## src/rtl/mu0_uart_tx.sv

```systemverilog
// -----------------------------------------------------------------------------
// mu0_uart_tx
//
// Memory-mapped serial transmitter for the MU0 data bus. It snoops the CPU
// write port, queues bytes written to the DATA register in a small FIFO and
// shifts them out LSB first as 8N1 frames on Tx. It also returns a status word
// for the top-level read mux.
//
// Register window (BASE_ADDR must be even):
//   BASE_ADDR+0  DATA    write-only; a write pushes Dout[7:0]
//   BASE_ADDR+1  STATUS  read : {13'b0, overflow, busy, full}
//                        write: any value clears overflow
//
// Parameters:
//   BASE_ADDR   base of the two-word register window
//   BAUD_DIV    clock cycles per serial bit (>= 2)
//   FIFO_DEPTH  FIFO entries (power of two, >= 2)
//
// Ports:
//   Clk      in   system clock, rising edge
//   Reset    in   synchronous, active-low reset
//   Addr     in   [11:0] MU0 address bus
//   Dout     in   [15:0] MU0 write data
//   Wr       in   MU0 write strobe
//   Sel      out  high when Addr selects STATUS (combinational)
//   Rd_data  out  [15:0] status word (combinational)
//   Tx       out  serial line, idle high, registered
//   Busy     out  frame in progress or bytes still queued
//
// Build option:
//   MU0_UART_TX_PARITY_EN  when defined, an even-parity bit is sent between
//                          the last data bit and the stop bit (11-bit frames).
// -----------------------------------------------------------------------------
module mu0_uart_tx #(
  parameter logic [11:0] BASE_ADDR  = 12'hFF0,
  parameter int          BAUD_DIV   = 16,
  parameter int          FIFO_DEPTH = 4
) (
  input  logic        Clk,
  input  logic        Reset,
  input  logic [11:0] Addr,
  input  logic [15:0] Dout,
  input  logic        Wr,
  output logic        Sel,
  output logic [15:0] Rd_data,
  output logic        Tx,
  output logic        Busy
);

  localparam int AW = $clog2(FIFO_DEPTH);
  localparam int BW = $clog2(BAUD_DIV);
  localparam logic [BW-1:0] BAUD_LAST = BW'(BAUD_DIV - 1);

`ifdef MU0_UART_TX_PARITY_EN
  typedef enum logic [2:0] {S_IDLE, S_START, S_DATA, S_PARITY, S_STOP} state_t;
`else
  typedef enum logic [1:0] {S_IDLE, S_START, S_DATA, S_STOP} state_t;
`endif

  // ---------------------------------------------------------------------------
  // Bus decode
  // ---------------------------------------------------------------------------
  logic w_data_wr;
  logic w_stat_wr;
  logic w_push;
  logic w_pop;
  logic w_full;
  logic w_empty;
  logic w_unused;

  assign w_data_wr = Wr && (Addr == BASE_ADDR);
  assign w_stat_wr = Wr && (Addr == BASE_ADDR + 12'd1);
  assign w_unused  = ^Dout[15:8];

  // ---------------------------------------------------------------------------
  // FIFO: pointers carry one extra wrap bit so full and empty are distinct.
  // ---------------------------------------------------------------------------
  logic [7:0]  r_mem [FIFO_DEPTH];
  logic [AW:0] r_wptr;
  logic [AW:0] r_rptr;
  logic        r_overflow;
  logic [7:0]  w_fifo_rd;

  assign w_empty   = (r_wptr == r_rptr);
  assign w_full    = (r_wptr[AW] != r_rptr[AW]) &&
                     (r_wptr[AW-1:0] == r_rptr[AW-1:0]);
  // full is sampled before any pop on the same edge, so a write into a full
  // FIFO is always dropped even if a slot frees up at that edge.
  assign w_push    = w_data_wr && !w_full;
  assign w_fifo_rd = r_mem[r_rptr[AW-1:0]];

  always_ff @(posedge Clk) begin
    if (!Reset) begin
      r_wptr     <= '0;
      r_rptr     <= '0;
      r_overflow <= 1'b0;
    end else begin
      if (w_push) begin
        r_wptr <= r_wptr + 1'b1;
      end
      if (w_pop) begin
        r_rptr <= r_rptr + 1'b1;
      end
      if (w_data_wr && w_full) begin
        r_overflow <= 1'b1;
      end else if (w_stat_wr) begin
        r_overflow <= 1'b0;
      end
    end
  end

  // Storage has no reset: contents are only meaningful between the pointers.
  always_ff @(posedge Clk) begin
    if (w_push && Reset) begin
      r_mem[r_wptr[AW-1:0]] <= Dout[7:0];
    end
  end

  // ---------------------------------------------------------------------------
  // Transmit FSM
  // ---------------------------------------------------------------------------
  state_t        r_state;
  state_t        w_state_next;
  logic [BW-1:0] r_baud;
  logic [BW-1:0] w_baud_next;
  logic [2:0]    r_bit;
  logic [2:0]    w_bit_next;
  logic [7:0]    r_shift;
  logic [7:0]    w_shift_next;
  logic          r_tx;
  logic          w_tx_next;
  logic          w_baud_end;

  assign w_baud_end = (r_baud == BAUD_LAST);

`ifdef MU0_UART_TX_PARITY_EN
  // Parity is captured when the byte is popped, since the shift register
  // consumes the data bits while they are sent.
  logic r_parity;
  logic w_parity_next;
`endif

  always_ff @(posedge Clk) begin
    if (!Reset) begin
      r_state  <= S_IDLE;
      r_baud   <= '0;
      r_bit    <= '0;
      r_shift  <= '0;
      r_tx     <= 1'b1;
`ifdef MU0_UART_TX_PARITY_EN
      r_parity <= 1'b0;
`endif
    end else begin
      r_state  <= w_state_next;
      r_baud   <= w_baud_next;
      r_bit    <= w_bit_next;
      r_shift  <= w_shift_next;
      r_tx     <= w_tx_next;
`ifdef MU0_UART_TX_PARITY_EN
      r_parity <= w_parity_next;
`endif
    end
  end

  // Tx is registered, so the next-state logic also computes the line level
  // that belongs to the state being entered.
  always_comb begin
    w_state_next  = r_state;
    w_baud_next   = r_baud;
    w_bit_next    = r_bit;
    w_shift_next  = r_shift;
    w_tx_next     = r_tx;
    w_pop         = 1'b0;
`ifdef MU0_UART_TX_PARITY_EN
    w_parity_next = r_parity;
`endif
    case (r_state)
      S_IDLE: begin
        w_tx_next = 1'b1;
        if (!w_empty) begin
          w_pop         = 1'b1;
          w_shift_next  = w_fifo_rd;
          w_baud_next   = '0;
          w_state_next  = S_START;
          w_tx_next     = 1'b0;
`ifdef MU0_UART_TX_PARITY_EN
          w_parity_next = ^w_fifo_rd;
`endif
        end
      end
      S_START: begin
        if (w_baud_end) begin
          w_baud_next  = '0;
          w_bit_next   = '0;
          w_state_next = S_DATA;
          w_tx_next    = r_shift[0];
        end else begin
          w_baud_next  = r_baud + 1'b1;
        end
      end
      S_DATA: begin
        if (w_baud_end) begin
          w_baud_next = '0;
          if (r_bit == 3'd7) begin
`ifdef MU0_UART_TX_PARITY_EN
            w_state_next = S_PARITY;
            w_tx_next    = r_parity;
`else
            w_state_next = S_STOP;
            w_tx_next    = 1'b1;
`endif
          end else begin
            w_bit_next   = r_bit + 1'b1;
            w_shift_next = {1'b0, r_shift[7:1]};
            w_tx_next    = r_shift[1];
          end
        end else begin
          w_baud_next = r_baud + 1'b1;
        end
      end
`ifdef MU0_UART_TX_PARITY_EN
      S_PARITY: begin
        if (w_baud_end) begin
          w_baud_next  = '0;
          w_state_next = S_STOP;
          w_tx_next    = 1'b1;
        end else begin
          w_baud_next  = r_baud + 1'b1;
        end
      end
`endif
      S_STOP: begin
        if (w_baud_end) begin
          w_baud_next = '0;
          if (!w_empty) begin
            // Chain straight into the next start bit: no idle cycle.
            w_pop         = 1'b1;
            w_shift_next  = w_fifo_rd;
            w_state_next  = S_START;
            w_tx_next     = 1'b0;
`ifdef MU0_UART_TX_PARITY_EN
            w_parity_next = ^w_fifo_rd;
`endif
          end else begin
            w_state_next  = S_IDLE;
            w_tx_next     = 1'b1;
          end
        end else begin
          w_baud_next = r_baud + 1'b1;
        end
      end
      default: begin
        w_state_next = S_IDLE;
        w_tx_next    = 1'b1;
      end
    endcase
  end

  // ---------------------------------------------------------------------------
  // Outputs
  // ---------------------------------------------------------------------------
  assign Tx      = r_tx;
  assign Busy    = (r_state != S_IDLE) || !w_empty;
  assign Sel     = (Addr == BASE_ADDR + 12'd1);
  assign Rd_data = {13'b0, r_overflow, Busy, w_full};

endmodule
```

## config.mk

```make
export PLATFORM = sky130hd
export DESIGN_NAME = mu0_uart_tx
export DESIGN_NICKNAME = d
export VERILOG_FILES = /design/src/rtl/mu0_uart_tx.sv
export SDC_FILE = /design/constraint.sdc
export NUM_CORES = 1
export LEC_CHECK = 0
export ABC_AREA = 1
export BUFFER_PORTS_ARGS = -buffer_cell sky130_fd_sc_hd__clkbuf_2
export CORE_MARGIN = 2
export CORE_UTILIZATION = 35
export DETAILED_ROUTE_END_ITERATION = 16
export REMOVE_ABC_BUFFERS = 1
export SETUP_SLACK_MARGIN = 0.4
export SLEW_MARGIN = 20
export SYNTH_ARGS = -nofsm -noshare
export SYNTH_HDL_FRONTEND = slang
export SYNTH_SLANG_ARGS = --single-unit
```

## constraint.sdc

```tcl
create_clock -name Clk -period 3.15 [get_ports Clk]
set_clock_uncertainty 0.1 [all_clocks]
set_input_delay 0.1575 -clock Clk [delete_from_list [all_inputs] [get_ports Clk]]
set_output_delay 0.1575 -clock Clk [all_outputs]
set_load 0.005 [all_outputs]
```

; After elaboration in Yosys (flattened, before gate mapping)
; Memories as Yosys holds them, arrays and structs flattened. A register that Yosys moved wholly into a read port is not among the register bits.
; Cells that the tools add are included.
[op_classes]
n_reduce_logical = 19
muxes = 34
n_eq_ne = 16
addsub = 4
[op_table]
columns = operator, n
row1 = $mux W8, 4
row2 = $eq A12 B12 Y1 const B, 2
row3 = $pmux W8 S3, 1
row4 = $mux W2, 7
row5 = $mux W1, 12
row6 = $ne A2 B2 Y1 const B, 6
row7 = $add A3 B1 Y3 const B, 3
row8 = $mux W3, 3
row9 = $mux W4, 2
row10 = $pmux W2 S4, 1
row11 = $pmux W4 S2, 1
row12 = $reduce_and A4 Y1, 2
row13 = $logic_and A1 B1 Y1, 6
row14 = $pmux W3 S2, 1
row15 = $reduce_bool A2 Y1, 3
row16 = $reduce_and A5 Y1, 1
row17 = $add A4 B1 Y4 const B, 1
row18 = $eq A2 B2 Y1 const B, 2
row19 = $eq A4 B4 Y1 const B, 1
row20 = $pmux W1 S4, 1
row21 = $eq A3 B3 Y1, 1
row22 = $eq A3 B3 Y1 const B, 1
row23 = $reduce_and A3 Y1, 1
row24 = $reduce_bool A3 Y1, 1
row25 = 8 further kinds, 9
[totals]
ff_bits = 25
wordCells = 82
ramBits = 32
n_memories = 1
inputBits = 31
[memory_table]
columns = memory, depth, word_bits, rd, rd_ports_with_merged_regs, wr, line_no
row1 = r_mem, 4, 8, 1, 1, 1, 78  ; logic [7:0] r_mem [FIFO_DEPTH];

; Depth between registers and ports, before layout
; Gate-level depths: netlist of run 1.
[depth]
word_depth = 7
depth_mapped = 10
mapped_depth_nobuf = 10

; Worst setup path after synthesis of run 1
; OpenSTA, ideal clock, no wires.
[synth_timing]
path_type = reg2reg
from = register r_wptr[0]
to = memory r_mem[0][0], enable pin
path_stages_with_launch = 11
t_arrival_ps = 1362
path_slack_ps = 1317
t_required_ps = 2679
synth_period_minus_slack_ps = 1833
setup_ps = 371
path_cell_list = dfxtp_1 -> inv_2 -> nand2_1 -> nand2_1 -> nand2_1 -> nor2_1 -> inv_1 -> nand2_1 -> inv_1 -> nand2_1 -> nor2_1
[synth_via]
elab_chain_cells = 7
[synth_lines]
columns = element, line_no
row1 = start: declaration, 79  ; logic [AW:0] r_wptr;
row2 = start signal: assignment, 99  ; r_wptr <= r_wptr + 1'b1;
row3 = $eq A2 B2 Y1, 86  ; (r_wptr[AW-1:0] == r_rptr[AW-1:0]);
row4 = $logic_and A1 B1 Y1, 85  ; assign w_full = (r_wptr[AW] != r_rptr[AW]) &&
row5 = named net w_full, 67  ; logic w_full;
row6 = $logic_not A1 Y1, 89  ; assign w_push = w_data_wr && !w_full;
row7 = $logic_and A1 B1 Y1, 89
row8 = $logic_and A1 B1 Y1, 114  ; if (w_push && Reset) begin
row9 = $mux W1, 114
row10 = $mux W1 (implied by the code), 115  ; r_mem[r_wptr[AW-1:0]] <= Dout[7:0];
row11 = end: declaration, 78
; The timed path passes the listed nets, and every way through them passes these cells.

; Worst setup path after layout of run 1
[layout_timing]
from = register r_state[0]
to = register r_state[0]
[layout_via]
elab_chain_cells = 3
elab_cells_between_ends = 11
cone_classes = eq/ne (8) / mux (1) / reduce/logical (2)
[layout_lines]
columns = element, line_no
row1 = start: declaration, 122  ; state_t r_state;
row2 = start signal: assignment, 154  ; r_state <= w_state_next;
row3 = "$eq A2 B2 Y1, or another cell as far along", 177  ; case (r_state)
row4 = $ne A2 B2 Y1 (no source line), n/a
row5 = $reduce_and A5 Y1 (no source line), n/a
; Several ways; a longest one is shown, not always the timed one.
; A chain may end at the register's enable or synchronous reset.

==> results of run 1 <==
worst paths after layout:
kind | slack [ns] | end | start
max reg2reg | 1.11 | r_state[0]$_SDFFE_PN0P_ | r_state[0]$_SDFFE_PN0P_
min | 0.13 | r_overflow$_SDFFE_PN0P_ | Addr[0]
min reg2reg | 0.36 | r_overflow$_SDFFE_PN0P_ | r_overflow$_SDFFE_PN0P_
max | 1.11 | r_state[0]$_SDFFE_PN0P_ | r_state[0]$_SDFFE_PN0P_
sequential cells by signal, indices dropped and copies added (netlist names), named ones only:
register    cells
r_rptr          3
Tx              1
r_bit           3
r_mem          32
r_shift         8
r_overflow      1
r_baud          4
r_state         2
r_wptr          3
power by group:
part / switching, mW / internal [mW]
clock: 0.342 / 0.377
combinational: 0.181 / 0.111
sequential: 0.0241 / 0.857
final cells by class:
class                   count  area share (%)
clock inverters             7            2.41
inverters                  34            3.78
multi-input cells         235            34.1
repair buffers             41            7.70
clock buffers               9            3.67
well taps                 105            3.89
flip-flops and latches     59            44.4
critical path, cell delays in order, from the launching register on:
cell and delay, ns:
dfxtp_1 0.41, inv_1 0.10, ha_1 0.34, inv_2 0.29
nand3_2 0.13, nand2_1 0.10, inv_1 0.06, nor2_2 0.15
nand3_1 0.09, nand2_1 0.08, a21oi_1 0.06
through the flow:
step	setup slack [ns]	cell area, sq um	util, %	instances	hold slack (ns)
final	1.11	3380	41.5	490	0.128
after global routing	0.863	3380	41.5	490	0.185
after global placement	1.16	3080	37.9	465	0.278
after detailed placement	1.13	3080	37.9	465	0.279
after floorplan	1.30	2780	-	328	0.142
after CTS	1.11	3380	41.5	490	0.117
placed cells by master (no fill, tap or decap), types with 2 or more instances in the layout:
cell / instances
a21oi_1: 14
buf_4: 4
clkbuf_2: 28
clkbuf_8: 9
conb_1: 13
dfxtp_1: 27
dlygate4sd3_1: 9
edfxtp_1: 32
ha_1: 13
inv_1: 31
inv_2: 3
inv_6: 4
nand2_1: 66
nand3_1: 14
nand3_2: 3
nand4_1: 3
nor2_1: 63
nor3_1: 2
o21ai_0: 29
o21ai_1: 5
cell families (layout without fill, tap and decap cells):
logic type,count (synthesis),in the layout,synth area share (%)
AO/OA/AOI/OAI,54,54,10.3
XOR/XNOR,2,2,0.603
adder cells (fa/ha/maj),13,13,5.60
buffers and inverters,59,91,10.2
flip-flops,59,59,51.7
other,1,13,0.129
AND/OR/NAND/NOR,153,153,21.5
per-layer routing:
layer,up-vias,track usage (%),wire length (um)
met2,43,21.6,2500
met4,0,6.52,81
met5,-,0,0
li1,1159,-,-
met1,974,16.6,2610
met3,7,3.72,218
==> run metrics, run 1 <==
clock-pin slew on the worst setup and hold paths around 0.07 ns; critical path endpoint category flop; most instantiated cells after synthesis 66 x nand2_1, 63 x nor2_1, 32 x edfxtp_1; Reg2Reg Depth 10; CTS H-tree lvls 3; worst-case clock buffer depth 2; Synth Flop Type edfxtp_1; total grt overflow 0; clock latency on the worst-skew pair 0.34 ns; vias in the first global route 2,031; critical path type reg2reg; number of max-cap violations 0; CTS Hold Buffers Added 9; area delta synth->final 16.3%; Critical Path AT 2.15 ns; most frequent cell after synthesis nand2_1; Hold Crit Depth 6; row count 33; worst hold path class in2reg; initial antenna violation count 0; CTS tree yes; final hold violation count 0; GR Util All Layers 13.4%; sequential cell area fraction in the yosys report 51.7%; wire per inst 11.0 um; DRT Pass-1 Iters 4; post_cts resized 0; Setup TNS Final 0 ns; TritonCTS Sinks 59; flops & latches, synth 59; Post-CTS Setup Inserts 0; CP Launch Type flop; minimum clock period 2.04 ns; total power 1.89 mW; Slew headroom 61.2%; Post-synth EDFFs 32; share of layout cells above drive strength 1 15.3%; Synth area leaders edfxtp_1 33%, dfxtp_1 19%, nand2_1 8.5%; initial DRC count 82; largest net degree at the start of global routing 18; Fill cells 816; worst-path maximum fanout 17; synthesized area between 2000 and 3000 sq um; post-synthesis cell count 341; Slew Limit Fails 0; Seq. cell area 1500 sq um; antenna violation net count after detailed routing 0; top cell type's share of synthesized area 33.1%; routability cong. 0.809; maximum VDD drop 0.224 mV; area leader, netlist edfxtp_1; Yosys warnings 0; Core Region 8130 sq um; Final nets between 400 and 500; Pwr Density roughly 560 nW/um^2; Die Y 95.1 um; Detailed Route WL 5410 um; Root Driver clkbuf_8; Mapped Avg Cell Area 8.52 sq um; # DRC 0; DPL Wire Length 3610 um; Least-Margin Pin Slew ~0.58 ns; Ports 50; Die W about 95 um; Die Area 9050 sq um; status finished, final reports clean; Num CTS Buffers 9; RSZ-0062 raised after global routing false; final period utilization 64.8%; # setup viols final 0; Critical Path RT 3.26 ns; multi-input logic area 1150 sq um; number of I/O port buffers 28; Fmax achieved a little under 500 MHz; Static Leak approximately 1.4 nW; via count 2,183; first-pass GRT wire length 9200 um; diode count 0; ys async rst share 0%; post-synthesis cell type count 29; Starting Density 35.7%; Via density 4.46
Note: power is estimated with default switching activity, not from simulation.
==> inputs of run 2 (changes only) <==
Clock period 3.15 ns to 1.9 ns, I/O delays scaled along.
==> run metrics, run 2 (synthesized netlist as in run 1, its figures left out) <==
status finished, final reports clean; row count 33; clock-pin slew on the worst setup and hold paths 0.07 ns; Seq. cell area 1520 sq um; CTS tree yes; worst hold path class in2reg; TritonCTS Sinks 59; Root Driver clkbuf_8; critical path type reg2reg; area delta synth->final 34.1%; Via density 4.59; Starting Density between 30% and 40%; # DRC 0; Critical Path AT 1.55 ns; Static Leak 1.63 nW; DP Area about 3100 sq um; Die Y 95.1 um; DRT Pass-1 Iters 4; Die Area 9050 sq um; most frequent cells in the layout 56 x nor2_1, 54 x nand2_1, 32 x edfxtp_1; commonest non-fill, non-tap cell in the layout nor2_1; minimum clock period 1.59 ns; Ports 50; pre-CTS setup slack 0.0655 ns; Clock Power Share 32.0%; final cell count without fillers 524; Final nets 458; final hold violation count 0; GR Util All Layers 14.7%; number of I/O port buffers 28; initial antenna violation count 0; maximum VDD drop 0.431 mV; r2r setup slk between 0.3 and 0.4 ns; DPL Wire Length 3810 um; worst r2r src r_wptr[0]$_SDFFE_PN0P_; diode count 0; worst-case clock buffer depth 2; Fmax achieved 630 MHz; via count 2,405; # setup viols final 0; Setup TNS Final 0 ns; crit path to r_mem[1][3]$_DFFE_PP_; final period utilization 83.5%; Cell Int Power 2.22 mW; Design Area, Final 3900 sq um; critical path endpoint category flop; number of max-cap violations 0; Slew Limit Fails 0; crit path from r_wptr[0]$_SDFFE_PN0P_; routability cong. 0.788; CP Launch Type flop; worst reg2reg path endpoint r_mem[1][3]$_DFFE_PP_; sw frac 30.9%; first-pass GRT wire length 10000 um; Combinational Power Share 21.9%; Core Region 8130 sq um; max FFs per register 32; RSZ-0062 raised after global routing true; multi-input logic area between 1000 and 1500 sq um; wire per inst 12.2 um; Detailed Route WL 6400 um; clock latency on the worst-skew pair 0.35 ns; share of layout cells above drive strength 1 about a third; Final WS setup ~0.31 ns; worst-path maximum fanout 8; antenna violation net count after detailed routing 0; largest net degree at the start of global routing 17; Flop pwr share 46.1%; cell count after placement 472; total grt overflow 0; CTS H-tree lvls 3; Num CTS Buffers 9; Psw 0.990 mW; Fill cells ~750; Reg2Reg Depth 11; vias in the first global route between 2,000 and 2,500; Pwr Density 822 nW/um^2; Die W roughly 95 um; Critical Path RT 1.86 ns; initial DRC count 120
-- run 2: cell types whose count changed in the layout (fill, tap and decap cells not counted), sizes merged --
cell / change
buf: +32
clkinv: +3
inv: -2
bufinv: -1
dlygate4sd3: +1
o21ai: +1
-- run 2: cell type report --
| type | instances | area share [%] |
|---|---|---|
| multi-input combinational | 236 | 35.4 |
| sequential | 59 | 39.1 |
| clock buffer | 9 | 3.18 |
| timing repair buffer | 74 | 14.1 |
| tap | 105 | 3.37 |
| clock inverter | 7 | 1.35 |
| inverter | 34 | 3.59 |
-- run 2: critical path: stages, from the launching register on --
cell	delay [ns]
dfxtp_2	0.35
inv_2	0.05
nand2_2	0.06
nand2_2	0.07
nand2_2	0.07
nor2_2	0.04
inv_2	0.08
nand2_4	0.07
inv_4	0.08
nand2_4	0.08
nor2_4	0.09
buf_6	0.15
-- run 2: how the worst min path moves through the flow --
| stage | from | end | slack [ns] | depth (start not counted) |
|---|---|---|---|---|
| after floorplan | Reset | Tx$_SDFFE_PN1P_ | 0.08 | 1 |
| after global placement | Dout[6] | r_mem[2][6]$_DFFE_PP_ | 0.22 | 1 |
| after CTS | Wr | r_overflow$_SDFFE_PN0P_ | 0.04 | 5 |
| after detailed placement | Dout[6] | r_mem[2][6]$_DFFE_PP_ | 0.22 | 1 |
| final | Wr | r_overflow$_SDFFE_PN0P_ | 0.09 | 5 |
| after global routing | Addr[0] | r_overflow$_SDFFE_PN0P_ | 0.14 | 6 |
-- run 2: metal layers --
metal | part of all wire, % | track usage (%) | vias up
met5 | 0 | 0 | -
met4 | 1.8 | 5.80 | 0
met3 | 5.1 | 4.35 | 11
met2 | 49 | 24.3 | 63
met1 | 44 | 18.1 | 1102
li1 | - | - | 1229
-- run 2: timing repair --
item	4_1_cts	5_1_grt
buffers inserted	15	9
resized for setup	47	46
pin swaps	18	18
setup endpoints to repair	58	56
gates cloned	1	1
hold buffers	10	0
endpoints found under the hold margin	35	0
-- run 2: metrics by stage --
| step | power (mW) | hold slack, ns | util, % |
|---|---|---|---|
| after floorplan | 1.83 | 0.0792 | - |
| after global placement | 1.97 | 0.216 | 38.6 |
| after detailed placement | 1.97 | 0.222 | 38.6 |
| after CTS | 3.11 | 0.0428 | 45.2 |
| after global routing | 3.38 | 0.141 | 47.9 |
| final | 3.21 | 0.0862 | 47.9 |
-- run 2: power by group through the flow --
| stage | combinational, mW | sequential, mW | clock, mW |
|---|---|---|---|
| final | 0.702 | 1.48 | 1.03 |
| after floorplan | 0.351 | 1.48 | 0 |
| after CTS | 0.589 | 1.47 | 1.05 |
| after detailed placement | 0.481 | 1.49 | 0 |
| after global placement | 0.476 | 1.49 | 0 |
| after global routing | 0.791 | 1.49 | 1.11 |
==> inputs of run 3 (changes only) <==
Settings changed: ABC_AREA 1 to 0.
Clock period 1.9 ns to 1.4 ns, I/O delays scaled along.
==> run metrics, run 3 <==
sequential cell area fraction in the yosys report 52.5%; Final WS setup -0.305 ns; Flop pwr share 39.2%; Die W between 90 and 100 um; worst r2r src r_state[1]$_SDFFE_PN0P_; share of layout cells above drive strength 1 a little over half; Yosys warnings 0; initial antenna violation count 0; synthesized area ~2900 sq um; Clock Power Share 33.1%; critical path type reg2reg; Cell Int Power 3.48 mW; # setup viols final 61; largest net degree at the start of global routing 17; clock latency on the worst-skew pair approximately 0.35 ns; vias in the first global route 2,141; diode count 0; antenna violation net count after detailed routing 0; Die Y 94.4 um; DRT Pass-1 Iters 4; Synth area leaders edfxtp_1 34%, dfxtp_1 19%, mux4_2 6.3%; Psw roughly 1.4 mW; Combinational Power Share approximately 28%; Reg2Reg Depth 6; most instantiated cells after synthesis 32 x edfxtp_1, 27 x dfxtp_1, 23 x nand2_1; max FFs per register 32; area leader, netlist edfxtp_1; CTS H-tree lvls 3; Ports 50; critical path endpoint category flop; worst reg2reg path endpoint r_state[0]$_SDFFE_PN0P_; worst hold path class in2reg; Die Area 8910 sq um; RSZ-0062 raised after global routing true; final period utilization 122%; via count roughly 2,100; DPL Wire Length just over 4000 um; Starting Density a little over a third; top cell type's share of synthesized area 33.6%; worst-path maximum fanout 3; routability cong. 0.833; Num CTS Buffers 9; total power 4.90 mW; Synth Flop Type edfxtp_1; row count 32; Critical Path AT 1.87 ns; Hold Startpoint Addr[0]; ys async rst share 0%; r2r setup slk -0.31 ns; first-pass GRT wire length 9990 um; area delta synth->final 48.5%; CTS tree yes; number of max-cap violations 0; Static Leak 1.64 nW; sw frac 29.0%; Via density 4.84; Setup TNS Final -14.02 ns; final hold violation count 0; Post-synth EDFFs 32; GR Util All Layers approximately 15%; # DRC 0; most frequent cells in the layout 40 x buf_4, 32 x edfxtp_1, 26 x clkbuf_2; Root Driver clkbuf_8; CP Launch Type flop; Mapped Avg Cell Area 12.0 sq um; Slew Limit Fails 0; most frequent cell after synthesis edfxtp_1; TritonCTS Sinks 59; clock-pin slew on the worst setup and hold paths 0.08 ns; Final nets 379; status finished with violations; Min-Delay Endpoint r_wptr[1]$_SDFFE_PN0P_; total grt overflow 0; Hold WS 0.0492 ns; Critical Path RT 1.56 ns; maximum VDD drop about 0.7 mV; flops & latches, synth 59; number of I/O port buffers 28; commonest non-fill, non-tap cell in the layout buf_4; wire per inst roughly 14 um; post-synthesis cell type count 50; post-synthesis cell count ~240; failing checks setup timing; minimum clock period around 1.7 ns; Detailed Route WL about 6300 um; Hold Crit Depth 5; Fmax achieved 586 MHz; Util after Layout 54.4%; Core Region 7810 sq um; worst-case clock buffer depth 2; Pwr Density approximately 1200 nW/um^2; initial DRC count 52
## run 3: cell count changes after synthesis, sizes merged, moves of 6 or more
cell and delta:
and3 +6, inv -25, mux2 +7, mux2i +8, mux4 +8, nand2 -44
nand3 -10, nor2 -59, o21ai -29
## run 3: metrics by stage
| step | std cells | cell area [sq um] | setup WS, ns |
|---|---|---|---|
| after floorplan | 227 | 2750 | -0.726 |
| after global placement | 408 | 3430 | -0.351 |
| after detailed placement | 408 | 3430 | -0.402 |
| after CTS | 440 | 4000 | -0.281 |
| after global routing | 442 | 4250 | -0.376 |
| final | 442 | 4250 | -0.305 |
## run 3: repair_timing
| action | in CTS | in global routing |
|---|---|---|
| setup buffers | 7 | 2 |
| hold endpoints to repair | 33 | 0 |
| hold buffers | 9 | 0 |
| pin swaps | 24 | 20 |
| endpoints found under the setup margin | 63 | 64 |
| gates resized for setup | 56 | 53 |
## run 3: power by group through the flow
stage	clock network, mW	logic, mW	registers [mW]
detailed placement	0	0.886	1.94
global placement	0	0.878	1.94
floorplan	0	0.437	1.94
CTS	1.67	1.20	1.92
global route	1.73	1.46	1.93
finish	1.62	1.36	1.92
## run 3: final cells by class
type	instances	area, sq um
tap	102	128
inverter	10	45.0
fill	634	3560
multi-input combinational	158	1550
timing repair buffer	97	786
sequential	59	1530
clock inverter	7	81.3
clock buffer	9	124
## run 3: how the worst max path moves through the flow
stage / from / to / slack, ns / cells after the start
floorplan: r_wptr[0]$_SDFFE_PN0P_ / r_mem[3][0]$_DFFE_PP_ / -0.73 / 3
global placement: Addr[1] / r_mem[2][3]$_DFFE_PP_ / -0.35 / 6
detailed placement: r_state[0]$_SDFFE_PN0P_ / r_state[0]$_SDFFE_PN0P_ / -0.40 / 6
CTS: r_state[0]$_SDFFE_PN0P_ / Rd_data[1] / -0.28 / 7
global route: r_state[1]$_SDFFE_PN0P_ / r_state[0]$_SDFFE_PN0P_ / -0.38 / 6
finish: r_state[1]$_SDFFE_PN0P_ / r_state[0]$_SDFFE_PN0P_ / -0.31 / 6
## run 3: metal layers
| layer | GRT usage (%) | part of all wire, % | vias to the layer above |
|---|---|---|---|
| met1 | 17.4 | 42 | 1020 |
| met3 | 4.15 | 3.6 | 10 |
| met4 | 7.25 | 2.6 | 0 |
| met2 | 25.2 | 51 | 49 |
| li1 | - | - | 1059 |
| met5 | 0 | 0 | - |
## run 3: logic make-up (layout without fill, tap and decap cells)
family          count (synthesis)  in the layout  synth area share [%]
compound gates                 39             39                  8.62
xor+xnor                        5              5                  2.06
fa+ha+maj                      13             13                  5.69
buf+inv                        33            123                  6.74
flops                          59             59                  52.5
mux                            23             23                  11.9
other cells                     1             13                 0.131
simple gates                   65             65                  12.4
## run 3: critical path, stage by stage (launching register included)
cell and delay [ns]:
dfxtp_4 0.37, buf_6 0.12, ha_4 0.15, or3_4 0.35
a21oi_4 0.15, o211ai_1 0.13, a221oi_2 0.26
